===== src/rtl/mem_stage_ctrl.sv =====
// Memory-stage access controller: issues the data-cache request for the EX/MEM
// instruction, stalls until completion, and maintains the LL/SC link register.
module mem_stage_ctrl #(
    parameter int WORD_W  = 32,
    parameter bit LINK_EN = 1'b1
) (
    input  logic              CLK,
    input  logic              nRST,
    input  logic              cu_dmemREN_EXME,
    input  logic              cu_dmemWEN_EXME,
    input  logic [WORD_W-1:0] dmemaddr_EXME,
    input  logic [WORD_W-1:0] dmemstore_EXME,
    input  logic              llsc_EXME,
    input  logic              halt_EXME,
    input  logic              pipe_en,
    input  logic              dhit,
    input  logic [WORD_W-1:0] dload,
    input  logic              ccinv,
    input  logic [WORD_W-1:0] ccsnoopaddr,
    output logic              dREN,
    output logic              dWEN,
    output logic [WORD_W-1:0] daddr,
    output logic [WORD_W-1:0] dstore,
    output logic              mem_stall,
    output logic              mem_done,
    output logic [WORD_W-1:0] dmemload_out
);

    typedef enum logic [1:0] {IDLE, BUSY, DONE} state_t;

    state_t            state_q, state_d;
    logic              link_valid_q, link_valid_d;
    logic [WORD_W-1:0] link_addr_q, link_addr_d;
    logic [WORD_W-1:0] load_q, load_d;

    // Request captured at issue so BUSY drives a stable request to the cache.
    logic              req_ren_q, req_ren_d;
    logic              req_wen_q, req_wen_d;
    logic              req_llsc_q, req_llsc_d;
    logic [WORD_W-1:0] req_addr_q, req_addr_d;
    logic [WORD_W-1:0] req_data_q, req_data_d;

    logic              dren_c, dwen_c, stall_c, done_c;
    logic [WORD_W-1:0] daddr_c, dstore_c, load_out_c;

    logic              complete;
    logic              cur_ren, cur_wen, cur_llsc;
    logic [WORD_W-1:0] cur_addr, result;

    logic acc, sc_now, sc_ok;

    assign acc    = (cu_dmemREN_EXME | cu_dmemWEN_EXME) & ~halt_EXME;
    assign sc_now = cu_dmemWEN_EXME & llsc_EXME & LINK_EN;
    assign sc_ok  = link_valid_q & (link_addr_q == dmemaddr_EXME);

    always_comb begin
        // NOTE: every signal gets a default first so no path leaves it unassigned (no latches).
        state_d      = state_q;
        link_valid_d = link_valid_q;
        link_addr_d  = link_addr_q;
        load_d       = load_q;
        req_ren_d    = req_ren_q;
        req_wen_d    = req_wen_q;
        req_llsc_d   = req_llsc_q;
        req_addr_d   = req_addr_q;
        req_data_d   = req_data_q;
        dren_c       = 1'b0;
        dwen_c       = 1'b0;
        daddr_c      = '0;
        dstore_c     = '0;
        stall_c      = 1'b0;
        done_c       = 1'b0;
        load_out_c   = '0;
        complete     = 1'b0;
        cur_ren      = 1'b0;
        cur_wen      = 1'b0;
        cur_llsc     = 1'b0;
        cur_addr     = '0;
        result       = '0;

        case (state_q)
            IDLE: begin
                if (acc) begin
                    if (sc_now & ~sc_ok) begin
                        // Failed SC resolves locally: no cache traffic.
                        done_c       = 1'b1;
                        load_d       = '0;
                        link_valid_d = 1'b0;
                        state_d      = pipe_en ? IDLE : DONE;
                    end else begin
                        dren_c     = cu_dmemREN_EXME;
                        dwen_c     = cu_dmemWEN_EXME;
                        daddr_c    = dmemaddr_EXME;
                        dstore_c   = dmemstore_EXME;
                        stall_c    = ~dhit;
                        req_ren_d  = cu_dmemREN_EXME;
                        req_wen_d  = cu_dmemWEN_EXME;
                        req_llsc_d = llsc_EXME;
                        req_addr_d = dmemaddr_EXME;
                        req_data_d = dmemstore_EXME;
                        cur_ren    = cu_dmemREN_EXME;
                        cur_wen    = cu_dmemWEN_EXME;
                        cur_llsc   = llsc_EXME;
                        cur_addr   = dmemaddr_EXME;
                        if (dhit) complete = 1'b1;
                        else      state_d  = BUSY;
                    end
                end
            end
            BUSY: begin
                dren_c   = req_ren_q;
                dwen_c   = req_wen_q;
                daddr_c  = req_addr_q;
                dstore_c = req_data_q;
                stall_c  = ~dhit;
                cur_ren  = req_ren_q;
                cur_wen  = req_wen_q;
                cur_llsc = req_llsc_q;
                cur_addr = req_addr_q;
                if (dhit) complete = 1'b1;
            end
            DONE: begin
                load_out_c = load_q;
                if (pipe_en) state_d = IDLE;
            end
            default: state_d = IDLE;
        endcase

        if (complete) begin
            result     = (cur_wen & cur_llsc & LINK_EN) ? {{(WORD_W-1){1'b0}}, 1'b1} : dload;
            done_c     = 1'b1;
            load_out_c = result;
            load_d     = result;
            state_d    = pipe_en ? IDLE : DONE;
            if (cur_ren & cur_llsc & LINK_EN) begin
                link_valid_d = 1'b1;
                link_addr_d  = cur_addr;
            end else if (cur_wen & cur_llsc & LINK_EN) begin
                link_valid_d = 1'b0;
            end else if (cur_wen && (cur_addr == link_addr_q)) begin
                link_valid_d = 1'b0;
            end
        end

        // Snoop checked against the post-update link so it also beats a same-cycle LL.
        if (ccinv && (ccsnoopaddr == link_addr_d)) link_valid_d = 1'b0;
    end

    // Outputs forced low while reset is asserted, independent of the clock.
    assign dREN         = nRST & dren_c;
    assign dWEN         = nRST & dwen_c;
    assign mem_stall    = nRST & stall_c;
    assign mem_done     = nRST & done_c;
    assign daddr        = nRST ? daddr_c    : '0;
    assign dstore       = nRST ? dstore_c   : '0;
    assign dmemload_out = nRST ? load_out_c : '0;

    // NOTE: sequential state uses non-blocking assignments so all registers update together.
    always_ff @(posedge CLK or negedge nRST) begin
        if (!nRST) begin
            state_q      <= IDLE;
            link_valid_q <= 1'b0;
            link_addr_q  <= '0;
            load_q       <= '0;
            req_ren_q    <= 1'b0;
            req_wen_q    <= 1'b0;
            req_llsc_q   <= 1'b0;
            req_addr_q   <= '0;
            req_data_q   <= '0;
        end else begin
            state_q      <= state_d;
            link_valid_q <= link_valid_d;
            link_addr_q  <= link_addr_d;
            load_q       <= load_d;
            req_ren_q    <= req_ren_d;
            req_wen_q    <= req_wen_d;
            req_llsc_q   <= req_llsc_d;
            req_addr_q   <= req_addr_d;
            req_data_q   <= req_data_d;
        end
    end

endmodule


===== config.mk =====
export PLATFORM = sky130hd
export DESIGN_NAME = mem_stage_ctrl
export DESIGN_NICKNAME = d
export VERILOG_FILES = /design/src/rtl/mem_stage_ctrl.sv
export SDC_FILE = /design/constraint.sdc
export NUM_CORES = 1
export LEC_CHECK = 0
export ABC_AREA = 1
export BUFFER_PORTS_ARGS = -buffer_cell sky130_fd_sc_hd__buf_4
export CAP_MARGIN = 15
export CORE_ASPECT_RATIO = 1.25
export CORE_MARGIN = 3
export CORE_UTILIZATION = 57
export DETAILED_ROUTE_END_ITERATION = 8
export PLACE_DENSITY = 0.86
export SLEW_MARGIN = 10
export SYNTH_ARGS = -nofsm -noshare
export SYNTH_HDL_FRONTEND = slang
export SYNTH_SLANG_ARGS = --single-unit

===== constraint.sdc =====
create_clock -name CLK -period 3.7 [get_ports CLK]
set_input_delay 0 -clock CLK [delete_from_list [all_inputs] [get_ports CLK]]
set_output_delay 0 -clock CLK [all_outputs]
set_load 0.05 [all_outputs]

== Word level (Yosys, flattened, before mapping) ==
Index checks and enable logic that the tools add are counted.
W data, S select, Z words.
Cells by class
  equal/unequal tests: 9
  muxes and demuxes: 53
  bitwise operators: 15
  reductions and logical operators: 9
Operator list (count)
  $mux W32: 16
  $pmux W32 S2: 2
  $eq A32 B32 Y1: 3
  $mux W1: 23
  $mux W2: 6
  $and A1 B1 Y1: 10
  $pmux W1 S2: 5
  $ne A3 B3 Y1 const B: 2
  $pmux W2 S3: 1
  $reduce_and A3 Y1: 2
  $reduce_bool A2 Y1: 3
  $ne A4 B4 Y1 const B: 1
  $not A1 Y1: 4
  $reduce_and A4 Y1: 1
  $eq A2 B1 Y1 const B: 1
  $eq A2 B2 Y1 const B: 1
  $logic_and A1 B1 Y1: 2
  $logic_not A2 Y1: 1
  $ne A2 B2 Y1 const B: 1
  $or A1 B1 Y1: 1
Word-level totals
  register bits after elaboration: 134
  input port bits: 137
  output and inout bits: 100

== Longest topological paths before layout ==
Gate-level depths: netlist of run 1.
  depth after elaboration: 14
  mapped depth: 27
  mapped depth without buffers: 24

== Worst setup path before layout of run 1 ==
No wires, ideal clock.
  kind: reg-to-output
  start point: reg link_addr_q[14]
  end point: out dmemload_out[10]
  arrival time: 2.687 ns
  required time: 3.700 ns
  path slack: 1.013 ns
  cell stages (with the launch flop): 13
  path through: dfrtp_1 > or2_0 > a21oi_1 > nand2_1 > nor2_1 > nand3_1 > nand2_2 > nand2_2 > a21oi_1 > buf_2 > buf_1 > nand3_1 > a21oi_1
Between the ends
  cells in the longest elaborated chain, start to end: 11
RTL lines
  from (decl): line 33  | logic [WORD_W-1:0] link_addr_q, link_addr_d;
  from (signal assigned): line 173  | link_addr_q <= link_addr_d;
  $eq A32 B32 Y1 *: line 54  | assign sc_ok = link_valid_q & (link_addr_q == dmemaddr_EXME);
  $and A1 B1 Y1 *: line 54
  $not A1 Y1 *: line 84  | if (sc_now & ~sc_ok) begin
  $and A1 B1 Y1 *: line 84
  $mux W1: line 84
  $mux W1: line 83  | if (acc) begin
  $pmux W1 S2: line 81  | case (state_q)
  $and A1 B1 Y1: line 130  | result = (cur_wen & cur_llsc & LINK_EN) ? {{(WORD_W-1){1'b0}}, 1'b1} : dload;
  $mux W32: line 130
  $mux W32 *: line 129  | if (complete) begin
  $mux W32 *: line 156  | assign dmemload_out = nRST ? load_out_c : '0;
  to (decl): line 26  | output logic [WORD_W-1:0] dmemload_out
Mark *: on every way between the ends. The rest lies on a longest branch, timed or not.

== Worst setup path after layout of run 1 ==
  start point: reg link_addr_q[21]
  end point: out dmemload_out[0]
Same word-level chain as after synthesis.

==> results of run 1 <==
-- metal layers --
layer  wire (um)  up-vias  GRT usage, %
li1            -     4698             -
met1       11500     4745          45.1
met2       15800      685          67.3
met3        3040      153          8.58
met4        1870        0          23.1
met5           0        -             0
-- how the worst min path moves through the flow --
stage / endpoint / slack, ns / depth (start not counted)
finish: link_valid_q / 0.05 / 6
global route: link_valid_q / 0.07 / 6
CTS: link_valid_q / 0.02 / 6
detailed placement: load_q[13] / -0.19 / 1
global placement: load_q[13] / -0.19 / 1
floorplan: link_addr_q[0] / -0.30 / 0
-- what timing repair did --
item / 4_1_cts / 5_1_grt
hold buffers: 104 / 0
gates resized for setup: 0 / 2
endpoints found under the setup margin: 0 / 2
endpoints found under the hold margin: 235 / 0
-- final cells by class --
cell class	instances	share of cell area [%]
Antenna cell	1	0.0209
Clock buffer	21	3.93
Clock inverter	11	1.63
Inverter	124	3.88
Multi-Input combinational cell	970	35.9
Sequential cell	134	28.0
Tap cell	175	1.83
Timing Repair Buffer	358	24.9
-- stage by stage --
stage | total power (W) | utilization [%] | instances | hold WS, ns | worst slack, ns
2_1_floorplan | 0.00378 | - | 1286 | -0.296 | 1.01
3_3_place_gp | 0.00446 | 72.7 | 1657 | -0.188 | 0.509
3_5_place_dp | 0.00453 | 72.7 | 1657 | -0.185 | 0.441
4_1_cts | 0.00655 | 84.8 | 1793 | 0.0205 | 0.345
5_1_grt | 0.00702 | 84.9 | 1793 | 0.0731 | 0.0578
6_report | 0.00667 | 84.9 | 1794 | 0.0460 | 0.299
-- cell usage in the layout (no fill, tap or decap), drive strengths merged --
| cell type | Yosys | final |
|---|---|---|
| inv | 122 | 123 |
| a21boi | 1 | 1 |
| clkbuf | 44 | 21 |
| bufinv | 0 | 5 |
| o21ai | 52 | 52 |
| a21oi | 81 | 81 |
| or2 | 1 | 1 |
| diode | 0 | 1 |
| xnor2 | 12 | 12 |
| a31o | 1 | 1 |
| xor2 | 11 | 11 |
| nor3 | 2 | 2 |
| buf | 14 | 254 |
| dlygate4sd3 | 0 | 104 |
| nor2 | 93 | 93 |
| o22ai | 2 | 2 |
| clkinv | 2 | 4 |
| clkinvlp | 0 | 3 |
| o211ai | 4 | 4 |
| nand4 | 12 | 12 |
| nand2 | 545 | 545 |
| nand3b | 5 | 5 |
| dfrtp | 134 | 134 |
| nand3 | 143 | 143 |
| o21bai | 5 | 5 |
-- worst register-to-register path, cell delays in order, from the launching register on --
cell     delay (ns)
dfrtp_1        0.41
xnor2_1        0.19
nand2_1        0.14
nor2_1         0.13
nand2_1        0.06
nor2_1         0.08
nand3_1        0.14
nand2_2        0.20
buf_4          0.44
nand3_1        0.25
nand2_1        0.14
xnor2_1        0.14
nand2_1        0.07
nor2_1         0.12
nand2_1        0.08
nor2_1         0.20
nand2_1        0.08
nand2_1        0.06
nand2_1        0.04
a21oi_1        0.20
nor2_1         0.07
-- power groups by stage --
stage	combinational, W	clock [W]	sequential [W]
after floorplan	0.00161	0	0.00217
after global placement	0.00224	0	0.00222
after detailed placement	0.00228	0	0.00225
after CTS	0.00240	0.00192	0.00224
after global routing	0.00271	0.00199	0.00231
final	0.00248	0.00192	0.00227
-- flip-flops by register name, indices dropped and copies added, names as in the netlist --
signal,count
req_wen_q,1
req_addr_q,32
req_data_q,32
link_valid_q,1
req_llsc_q,1
state_q,2
link_addr_q,32
load_q,32
req_ren_q,1
-- kinds of logic (layout without fill, tap and decap cells) --
kind of cell              count (synthesis)  after routing  synth area share, %
AOI/OAI and AO/OA                       146            146                 9.20
DFF                                     134            134                 40.1
xor gates and xnor gates                 23             23                 2.41
and+or+nand+nor                         801            801                 39.6
other                                     0              1                    0
buffers and inverters                   182            514                 8.71
==> impl_summary.log, run 1 <==
[metrics] layout net count: ~1700
[metrics] capturing instance or port of the critical path: dmemload_out[0]
[metrics] initial antenna violation count: 0
[metrics] number of design rule violations left after detail routing: 0
[metrics] family with the most delay on the worst path: buffers and inverters
[metrics] die width: 114 um
[metrics] number of filler cells placed in the layout: around 830
[metrics] Routed wire per std cell: around 18 um
[metrics] kind of critical path: register to output port
[metrics] unrepaired setup endpoints after global routing: no
[metrics] worst reg2reg endpoint: link_valid_q
[metrics] logic gate share of total power: 37.2%
[metrics] Worst Max-Slew Pin Slew: around 1.2 ns
[metrics] via count: around 10000
[metrics] clock skew after layout: ~0.011 ns
[metrics] final hold violation count: 0
[metrics] die extent in y: roughly 140 um
[metrics] net count of the mapped netlist: 1423
[metrics] pins over their slew limit: 0
[metrics] launching element of the worst setup path: link_addr_q[21]
[metrics] share of the clock period used by the worst path: 91.9%
[metrics] # Post-CTS Setup Buffers: 0
[metrics] MaxCap Viol Count: 0
[metrics] number of cells on the worst reg-to-reg path: 20
[metrics] CTS clock-pin slew for the worst setup and hold paths: 0.06 ns
[metrics] die area: 0.0162 mm2
[metrics] Tmin final: 3.40 ns
[metrics] ys async rst share: 100%
[metrics] most frequently used cell type in the post-synthesis netlist: nand2_1
[metrics] fmax: 0.294 GHz
[metrics] Buf+Inv Stages, Crit Path: 6
[metrics] clock tree from TritonCTS: done
[metrics] hold path startpoint: ccinv
[metrics] Syn Std Cell Area: about 0.0084 mm2
[metrics] global placer's final weighted congestion: ~0.94
[metrics] predominant post-synthesis flop cell: dfrtp_1
[metrics] count of different cell masters after synthesis: 33
[metrics] CP max stage cell: dfrtp_1
[metrics] half-perimeter wire length of the detailed placement result: 19300 um
[metrics] CP cell instances: inv_1 > nand2_1 > o21ai_0 > nor2_1 > nand3_1 > nor2_1 > nand3_1 > nand2_2 > nand2_2 > buf_6 > clkinv_1 > nand2_1 > o21ai_0 > nand2_1 > buf_6 > inv_1 > o21ai_0 > a21oi_1 > buf_4
[metrics] total number of yosys warnings: 0
[metrics] switching share of power: 39.5%
[metrics] P_int: 0.00403 W
[metrics] count of cell instances traversed by the critical path: 19
[metrics] Arr. time, crit path: 3.40 ns
[metrics] Sequential cell area: 0.00335 mm2
[metrics] outcome: finished, final reports clean
[metrics] antenna violation net count after detailed routing: 0
[metrics] proportion of synthesized chip area in sequential cells: roughly two fifths
[metrics] number of buffers added by the clock tree synthesis step: 17
[metrics] number of synthesized flops with an enable pin: 0
[metrics] total routed wirelength: between 30000 and 40000 um
[metrics] summed area of non-filler cells in the final layout: 0.0120 mm2
[metrics] quantity of I/O buffers inserted on ports: 236
[metrics] Worst IR Drop VDD: 0.407 mV
[metrics] clk_lat worst skew: 0.43 ns
[metrics] post-synthesis register bit count: 134
[metrics] placed standard-cell area: slightly above 0.01 mm2
[metrics] cell type with the highest aggregate area in the netlist: dfrtp_1
[metrics] CTS H-Tree Depth: 4
[metrics] total congestion overflow: 0
[metrics] share of the synthesized area in the top cell type: roughly 40%
[metrics] layout cells sized above 1: 19.5%
[metrics] I/O pin total: 237
[metrics] root buffer cell: clkbuf_16
[metrics] critical path endpoint category: output port
[metrics] leading post-synthesis cells by instance count: nand2_1 (539), nand3_1 (140), dfrtp_1 (134)
[metrics] number of global-route vias before repair: 10433
[metrics] drt first pass iters: 6
[metrics] sinks on the clock net: 134
[metrics] initial core utilization: 59.3%
[metrics] sequential share of power: 34.0%
[metrics] pin count of the biggest net entering global routing: 74
[metrics] sum of negative setup slack: 0 ns
[metrics] net switching power: ~0.0026 W
[metrics] launching element type of the critical path: register
[metrics] maximum fanout encountered on the critical timing path: 32
[metrics] relative max-transition margin: 20.9%
[metrics] Initial DRC Count: 1085
[metrics] global-route wire length before repair: 50300 um
[metrics] synth top area cells: dfrtp_1 (40%), nand2_1 (24%), nand3_1 (8.4%), inv_1 (4.9%), a21oi_1 (4.8%)
[metrics] Gate Count Post-Synth: between 1000 and 1500
[metrics] total area of multi-input combinational cells: 0.00430 mm2
[metrics] average via count per standard cell: around 5.7
[metrics] Finish-stage setup viols: 0
[metrics] synth-to-layout area growth: 43.3%
[metrics] number of buffers between clock root and the deepest sink: 2
[metrics] GR Util All Layers: 39.4%
[metrics] part of the total power dissipated in the clock network: 28.8%
[metrics] area of the core region: 0.0141 mm2
[metrics] reg2reg start: link_addr_q[18]
[metrics] class of the worst hold path: input pin to register
[metrics] cell row count: 48
[metrics] Register-to-Register Setup Slack: 0.32 ns
[metrics] P per Cell Area: approximately 560 mW/mm2
[metrics] worst path required time: 3.70 ns
[metrics] Leakage: 6.46 nW
[metrics] Critical Path Max Stage Delay: roughly 0.40 ns
[metrics] Post-Syn Area per Cell: approximately 6.5 um2
Note: power is estimated with default switching activity, not from simulation.
==> inputs of run 2 (changes only) <==
==> constraint.sdc (replaced) <==
create_clock -name CLK -period 4 [get_ports CLK]
set_input_delay 0 -clock CLK [delete_from_list [all_inputs] [get_ports CLK]]
set_output_delay 0 -clock CLK [all_outputs]
set_load 0.05 [all_outputs]
==> run 2 against run 1 <==
  * Flip-flop and latch count unchanged
  * Register-to-register slack better by 0.18 ns
  * First-iteration DRC count up 1.6%
  * Design area decreased by 1.2%
  * Non-clock buffer count shrank 2
  * Clock power down 19%
  * Largest power group unchanged
  * Highest routed layer unchanged
==> impl_summary.log, run 2 (synthesized netlist as in run 1, its figures left out) <==
[metrics] kind of critical path: register to output port
[metrics] sinks on the clock net: 134 (unchanged)
[metrics] Tmin final: 3.65 ns
[metrics] synth-to-layout area growth: 41.6%
[metrics] area of the core region: 0.0141 mm2 (unchanged)
[metrics] number of cells on the worst reg-to-reg path: 21 (+5.0%)
[metrics] summed area of non-filler cells in the final layout: 0.0118 mm2 (-1.2%)
[metrics] initial core utilization: 59.3% (unchanged)
[metrics] CTS clock-pin slew for the worst setup and hold paths: 0.06 ns (about the same)
[metrics] maximum fanout encountered on the critical timing path: 19 (-41%)
[metrics] Worst Hold Depth: 3 (-3)
[metrics] average via count per standard cell: 5.72 (-0.24%)
[metrics] class of the worst hold path: input pin to register
[metrics] unrepaired setup endpoints after global routing: no
[metrics] end point of the worst hold path: req_addr_q[28]
[metrics] root buffer cell: clkbuf_16
[metrics] clock tree from TritonCTS: done
[metrics] Worst IR Drop VDD: 0.342 mV (-16%)
[metrics] clk_lat worst skew: 0.42 ns (about the same)
[metrics] via count: 10239 (-0.41%)
[metrics] total congestion overflow: 0 (unchanged)
[metrics] global-route wire length before repair: 49600 um (-1.2%)
[metrics] initial antenna violation count: 0 (unchanged)
[metrics] share of the clock period used by the worst path: 91.2%
[metrics] relative max-transition margin: 23.1% (+2.2 points)
[metrics] number of global-route vias before repair: 10185 (-2.4%)
[metrics] outcome: finished, final reports clean
[metrics] die area: 0.0162 mm2 (unchanged)
[metrics] global placer's final weighted congestion: 0.952 (+1.6%)
[metrics] pin count of the biggest net entering global routing: 60 (-19%)
[metrics] GR Util All Layers: 38.8% (-0.67 points)
[metrics] Worst Max-Slew Pin Slew: 1.15 ns (-0.0346 ns)
[metrics] Initial DRC Count: 1102 (+1.6%)
[metrics] worst reg2reg endpoint: link_valid_q
[metrics] Setup WS post-layout: 0.353 ns (+0.0541 ns)
[metrics] Arr. time, crit path: 3.65 ns (+0.25 ns)
[metrics] quantity of I/O buffers inserted on ports: 236 (unchanged)
[metrics] total routed wirelength: 31600 um (-1.9%)
[metrics] hold path startpoint: dmemaddr_EXME[28]
[metrics] Diodes inserted: 0 (-1)
[metrics] worst path required time: 4.00 ns (+0.30 ns)
[metrics] clock skew after layout: 0.00792 ns (-0.00355 ns)
[metrics] Finish-stage setup viols: 0 (unchanged)
[metrics] CTS H-Tree Depth: 4 (unchanged)
[metrics] P per Cell Area: 501 mW/mm2 (-10%)
[metrics] launching element type of the critical path: register
[metrics] sum of negative setup slack: 0 ns (unchanged)
[metrics] number of filler cells placed in the layout: 880 (+5.6%)
[metrics] antenna violation net count after detailed routing: 0 (unchanged)
[metrics] die width: 114 um (unchanged)
[metrics] critical path endpoint category: output port
[metrics] cell row count: 48 (unchanged)
[metrics] I/O pin total: 237 (unchanged)
[metrics] # Post-CTS Setup Buffers: 0 (unchanged)
[metrics] drt first pass iters: 6 (unchanged)
[metrics] commonest cells after routing, fill and taps aside: nand2_1 (538), buf_4 (254), nand3_1 (140)
[metrics] die extent in y: 141 um (unchanged)
[metrics] Routed wire per std cell: 17.6 um (-1.8%)
[metrics] most common cell after layout, fill and taps aside: nand2_1
[metrics] Register-to-Register Setup Slack: 0.50 ns (+0.18 ns)
[metrics] layout net count: 1740 (-0.11%)
[metrics] number of buffers added by the clock tree synthesis step: 17 (unchanged)
[metrics] fmax: around 0.27 GHz
[metrics] minimum setup slack after placement: 0.617 ns (+0.175 ns)
[metrics] layout cells sized above 1: 19.4% (-0.038 points)
[metrics] placed standard-cell area: 0.0102 mm2 (-0.24%)
[metrics] number of buffers between clock root and the deepest sink: 2 (unchanged)
[metrics] pins over their slew limit: 0 (unchanged)
[metrics] Leakage: 6.40 nW (-0.85%)
[metrics] final hold violation count: 0 (unchanged)
[metrics] number of design rule violations left after detail routing: 0 (unchanged)
[metrics] MaxCap Viol Count: 0 (unchanged)
[metrics] half-perimeter wire length of the detailed placement result: 19600 um (+1.1%)
[metrics] reg2reg start: link_addr_q[31]
[run 2: cell count changes in the layout (fill, tap and decap cells not counted), moves of 2 or more]
cell / change
buf_4: +4
clkinv_2: +2
bufinv_16: -3
clkbuf_1: +2
dlygate4sd3_1: -2
clkinvlp_4: -2
buf_6: -2
clkbuf_8: -2
clkinv_4: +3
buf_12: -2
[run 2: area by class of cell]
| cell class | instances | area (um2) | area share (%) |
|---|---|---|---|
| inverters | 124 | 465 | 3.93 |
| repair buffers | 356 | 2930 | 24.7 |
| flip-flops and latches | 134 | 3350 | 28.3 |
| clock inverters | 11 | 126 | 1.07 |
| clock buffers | 21 | 450 | 3.80 |
| well taps | 175 | 219 | 1.85 |
| multi-input cells | 970 | 4300 | 36.3 |
[run 2: timing repair]
| item | in CTS | in global routing |
|---|---|---|
| setup endpoints to repair | 0 | 15 |
| hold endpoints to repair | 135 | 0 |
| resized for setup | 0 | 1 |
| hold buffers | 102 | 0 |
[run 2: worst max-delay path, stage by stage, from the launching register on]
cell	delay [ns]
dfrtp_1	0.42
xor2_1	0.27
a21oi_1	0.09
nand2_1	0.10
nor2_1	0.04
nand3_1	0.09
nand2_2	0.16
nand2_2	0.35
clkinv_1	0.18
nand2_1	0.11
o21ai_0	0.13
nand2_2	0.38
buf_4	0.28
nand3_1	0.15
a21oi_1	0.22
buf_4	0.25
[run 2: worst max-delay path by stage]
stage,startpoint,end,slack (ns)
floorplan,link_addr_q[14],dmemload_out[10],1.31
global placement,link_addr_q[31],link_valid_q,0.66
detailed placement,link_addr_q[31],link_valid_q,0.62
CTS,link_addr_q[16],dmemload_out[14],0.23
global route,link_addr_q[31],link_valid_q,0.17
finish,link_addr_q[16],dmemload_out[14],0.35
[run 2: where the power goes]
group	internal (W)	switching, W	total, W
sequential	0.00178	0.000320	0.00210
clock	0.000937	0.000627	0.00156
combinational	0.000791	0.00148	0.00227
[run 2: metrics by stage]
step	hold WS (ns)	utilization [%]	instances	power [W]
after floorplan	-0.296	-	1286	0.00350
after global placement	0.00645	72.6	1657	0.00414
after detailed placement	0.0117	72.6	1657	0.00419
after CTS	0.00490	83.9	1791	0.00584
after global routing	0.0774	83.9	1791	0.00625
final	0.0332	83.9	1791	0.00593
[run 2: routing by layer]
layer	up-vias	global-route usage [%]	routed length (um)
met5	-	0	0
li1	4689	-	-
met1	4669	47.3	11700
met4	0	22.3	1730
met2	736	64.5	15200
met3	145	6.53	2920
==> inputs of run 3 (changes only) <==
--- a/config.mk
+++ b/config.mk
@@ -6,13 +6,13 @@
 export NUM_CORES = 1
 export LEC_CHECK = 0
 export ABC_AREA = 1
-export BUFFER_PORTS_ARGS = -buffer_cell sky130_fd_sc_hd__buf_4
 export CAP_MARGIN = 15
 export CORE_ASPECT_RATIO = 1.25
 export CORE_MARGIN = 3
-export CORE_UTILIZATION = 57
+export CORE_UTILIZATION = 58
 export DETAILED_ROUTE_END_ITERATION = 8
-export PLACE_DENSITY = 0.86
+export DONT_BUFFER_PORTS = 1
+export PLACE_DENSITY = 0.76
 export SLEW_MARGIN = 10
 export SYNTH_ARGS = -nofsm -noshare
 export SYNTH_HDL_FRONTEND = slang
==> constraint.sdc (replaced) <==
create_clock -name CLK -period 3.18 [get_ports CLK]
set_input_delay 0 -clock CLK [delete_from_list [all_inputs] [get_ports CLK]]
set_output_delay 0 -clock CLK [all_outputs]
set_load 0.05 [all_outputs]
==> run 3 against run 2 <==
  * Flip-flop and latch count is the same
  * Sequential power grew 25%
  * Clock-buffer cell count grew 1
  * Die area shrank 1.6%
  * Clock skew shrank 0.0025 ns
  * Non-clock buffer count shrank 107
  * Critical path type is now register to register
  * Critical endpoint is now link_valid_q
  * Largest cell class unchanged
  * Highest routed layer unchanged
==> impl_summary.log, run 3 (synthesized netlist as in run 1, its figures left out) <==
[metrics] I/O pin total: 237 (unchanged)
[metrics] fmax: 0.318 GHz
[metrics] average via count per standard cell: 5.82 (+1.8%)
[metrics] DP Cell Count: 1521 (-8.2%)
[metrics] Worst IR Drop VDD: 0.423 mV (+23%)
[metrics] MaxCap Viol Count: 0 (unchanged)
[metrics] root buffer cell: clkbuf_16
[metrics] kind of critical path: register to register
[metrics] cell occurring most often along the worst timing path: nor2_1
[metrics] synth-to-layout area growth: 37.2%
[metrics] share of the clock period used by the worst path: approximately 99%
[metrics] clk_lat worst skew: 0.43 ns (about the same)
[metrics] Buf+Inv Stages, Crit Path: 3 (unchanged)
[metrics] Tmin final: 3.14 ns
[metrics] CP max stage cell: dfrtp_1
[metrics] Arr. time, crit path: 3.46 ns (-0.19 ns)
[metrics] global-route wire length before repair: 47100 um (-5.1%)
[metrics] launching element type of the critical path: register
[metrics] CP cell instances: or2_0 > a21oi_1 > nand2_1 > nor2_1 > nand3_2 > nand2_4 > buf_12 > nand3_4 > nand2_4 > nand2_4 > nor2_4 > buf_6 > clkbuf_16 > nor2_1 > nor2_1 > nand2_1 > nand2_1 > nand2_1 > nor2_1 > nand3_1 > nor2_2 > nor2_1
[metrics] Diodes inserted: 0 (unchanged)
[metrics] initial core utilization: 59.8% (+0.51 points)
[metrics] P per Cell Area: 657 mW/mm2 (+31%)
[metrics] number of buffers between clock root and the deepest sink: 2 (unchanged)
[metrics] Critical Path Max Stage Delay: 0.42 ns (about the same)
[metrics] CTS clock-pin slew for the worst setup and hold paths: 0.06 ns (about the same)
[metrics] cell row count: 48 (unchanged)
[metrics] initial antenna violation count: 0 (unchanged)
[metrics] sinks on the clock net: 134 (unchanged)
[metrics] non-filler instance count after layout: 1684 (-6.0%)
[metrics] number of global-route vias before repair: 9505 (-6.7%)
[metrics] sum of negative setup slack: 0 ns (unchanged)
[metrics] critical path endpoint category: register
[metrics] die area: 0.0159 mm2 (-1.6%)
[metrics] Worst Max-Slew Pin Slew: 1.20 ns (+0.0480 ns)
[metrics] Routed wire per std cell: 18.4 um (+4.4%)
[metrics] CTS H-Tree Depth: 4 (unchanged)
[metrics] number of buffers added by the clock tree synthesis step: 17 (unchanged)
[metrics] number of design rule violations left after detail routing: 0 (unchanged)
[metrics] worst path required time: 3.50 ns (-0.50 ns)
[metrics] total routed wirelength: 31000 um (-1.8%)
[metrics] antenna violation net count after detailed routing: 0 (unchanged)
[metrics] number of filler cells placed in the layout: 895 (+1.7%)
[metrics] most common cell after layout, fill and taps aside: nand2_1
[metrics] die extent in y: 140 um (-0.83%)
[metrics] family with the most delay on the worst path: simple AND/OR/NAND/NOR gates
[metrics] drt first pass iters: 6 (unchanged)
[metrics] unrepaired setup endpoints after global routing: yes
[metrics] clock tree from TritonCTS: done
[metrics] die width: 113 um (-0.82%)
[metrics] pin count of the biggest net entering global routing: 135 (+130%)
[metrics] GR Util All Layers: 37.4% (-1.4 points)
[metrics] quantity of I/O buffers inserted on ports: 0 (-100%)
[metrics] area of the core region: 0.0140 mm2 (-0.85%)
[metrics] outcome: finished, final reports clean
[metrics] layout cells sized above 1: 15.0% (-4.5 points)
[metrics] half-perimeter wire length of the detailed placement result: 18100 um (-7.4%)
[metrics] Initial DRC Count: 1185 (+7.5%)
[metrics] commonest cells after routing, fill and taps aside: nand2_1 (534), nand3_1 (134), dfrtp_1 (134)
[metrics] maximum fanout encountered on the critical timing path: 5 (-14)
[metrics] pins over their slew limit: 0 (unchanged)
[metrics] relative max-transition margin: 19.8% (-3.3 points)
[metrics] Leakage: 6.06 nW (-5.4%)
[metrics] final hold violation count: 0 (unchanged)
[metrics] Finish-stage setup viols: 0 (unchanged)
[metrics] global placer's final weighted congestion: 0.961 (+0.98%)
[metrics] via count: 9804 (-4.2%)
[metrics] class of the worst hold path: input pin to register
[metrics] total congestion overflow: 0 (unchanged)
[metrics] clock skew after layout: 0.00538 ns (-0.00254 ns)
[metrics] layout net count: 1633 (-6.1%)
-- run 3: changes by cell type in the layout (fill, tap and decap cells not counted), moves of 5 or more --
cell / before / now
dlygate4sd3_1: 102 / 108
nor2_2: 2 / 10
nand3_2: 1 / 6
buf_4: 254 / 124
nor2_1: 88 / 80
buf_12: 0 / 8
nand3_1: 140 / 134
-- run 3: area by class of cell --
cell class	count	area, um2	area share, %
Tap cell	175	219	1.91
Clock buffer	22	474	4.13
Inverter	124	465	4.06
Timing Repair Buffer	249	2370	20.7
Multi-Input combinational cell	970	4450	38.7
Sequential cell	134	3350	29.2
Clock inverter	10	144	1.25
-- run 3: worst register-to-register path: cells and delay by family (launching register included) --
kind / cells / cell delay (ns)
buffers and inverters: 3 / 0.43
and+or+nand+nor: 18 / 2.03
AOI/OAI and AO/OA: 1 / 0.15
DFF: 1 / 0.42
-- run 3: worst paths after layout --
check / from / slack [ns] / endpoint / depth (start not counted)
worst min register to register: req_data_q[24] / 0.48 / req_data_q[24] / 2
min in group asynchronous: nRST / 0.19 / load_q[16] / 2
worst min-delay path: ccsnoopaddr[19] / 0.03 / link_valid_q / 7
worst max-delay path: link_addr_q[14] / 0.04 / link_valid_q / 22
worst max register to register: link_addr_q[14] / 0.04 / link_valid_q / 22
max in group asynchronous: nRST / 2.41 / req_addr_q[24] / 2
-- run 3: metal layers --
metal	track usage, %	up-vias	wire [um]
met2	61.8	681	15000
met4	17.1	0	1400
met5	0	-	0
met1	45.8	4505	11100
met3	9.64	135	3520
li1	-	4483	-
-- run 3: power by group --
group / leakage [nW] / internal (W) / switching [W]
combinational: 4.11 / 0.000979 / 0.00186
clock: 0.293 / 0.00130 / 0.000781
sequential: 1.65 / 0.00224 / 0.000378
-- run 3: per-stage QoR --
step	area, um2	utilization [%]	total power, W	worst slack [ns]	hold WS, ns
2_1_floorplan	8360	-	0.00440	0.493	-0.296
3_3_place_gp	9260	66.2	0.00500	0.00462	-0.292
3_5_place_dp	9260	66.2	0.00507	-0.0715	-0.293
4_1_cts	11100	79.2	0.00733	0.0117	0.000427
5_1_grt	11500	82.0	0.00796	-0.160	0.0819
6_report	11500	82.0	0.00753	0.0360	0.0311
-- run 3: what timing repair did --
item	in CTS	in global routing
hold buffers	109	0
cloned	1	4
gates resized for setup	7	41
hold endpoints to repair	255	0
setup endpoints to repair	66	68
setup buffers	2	14
pin swaps	1	32
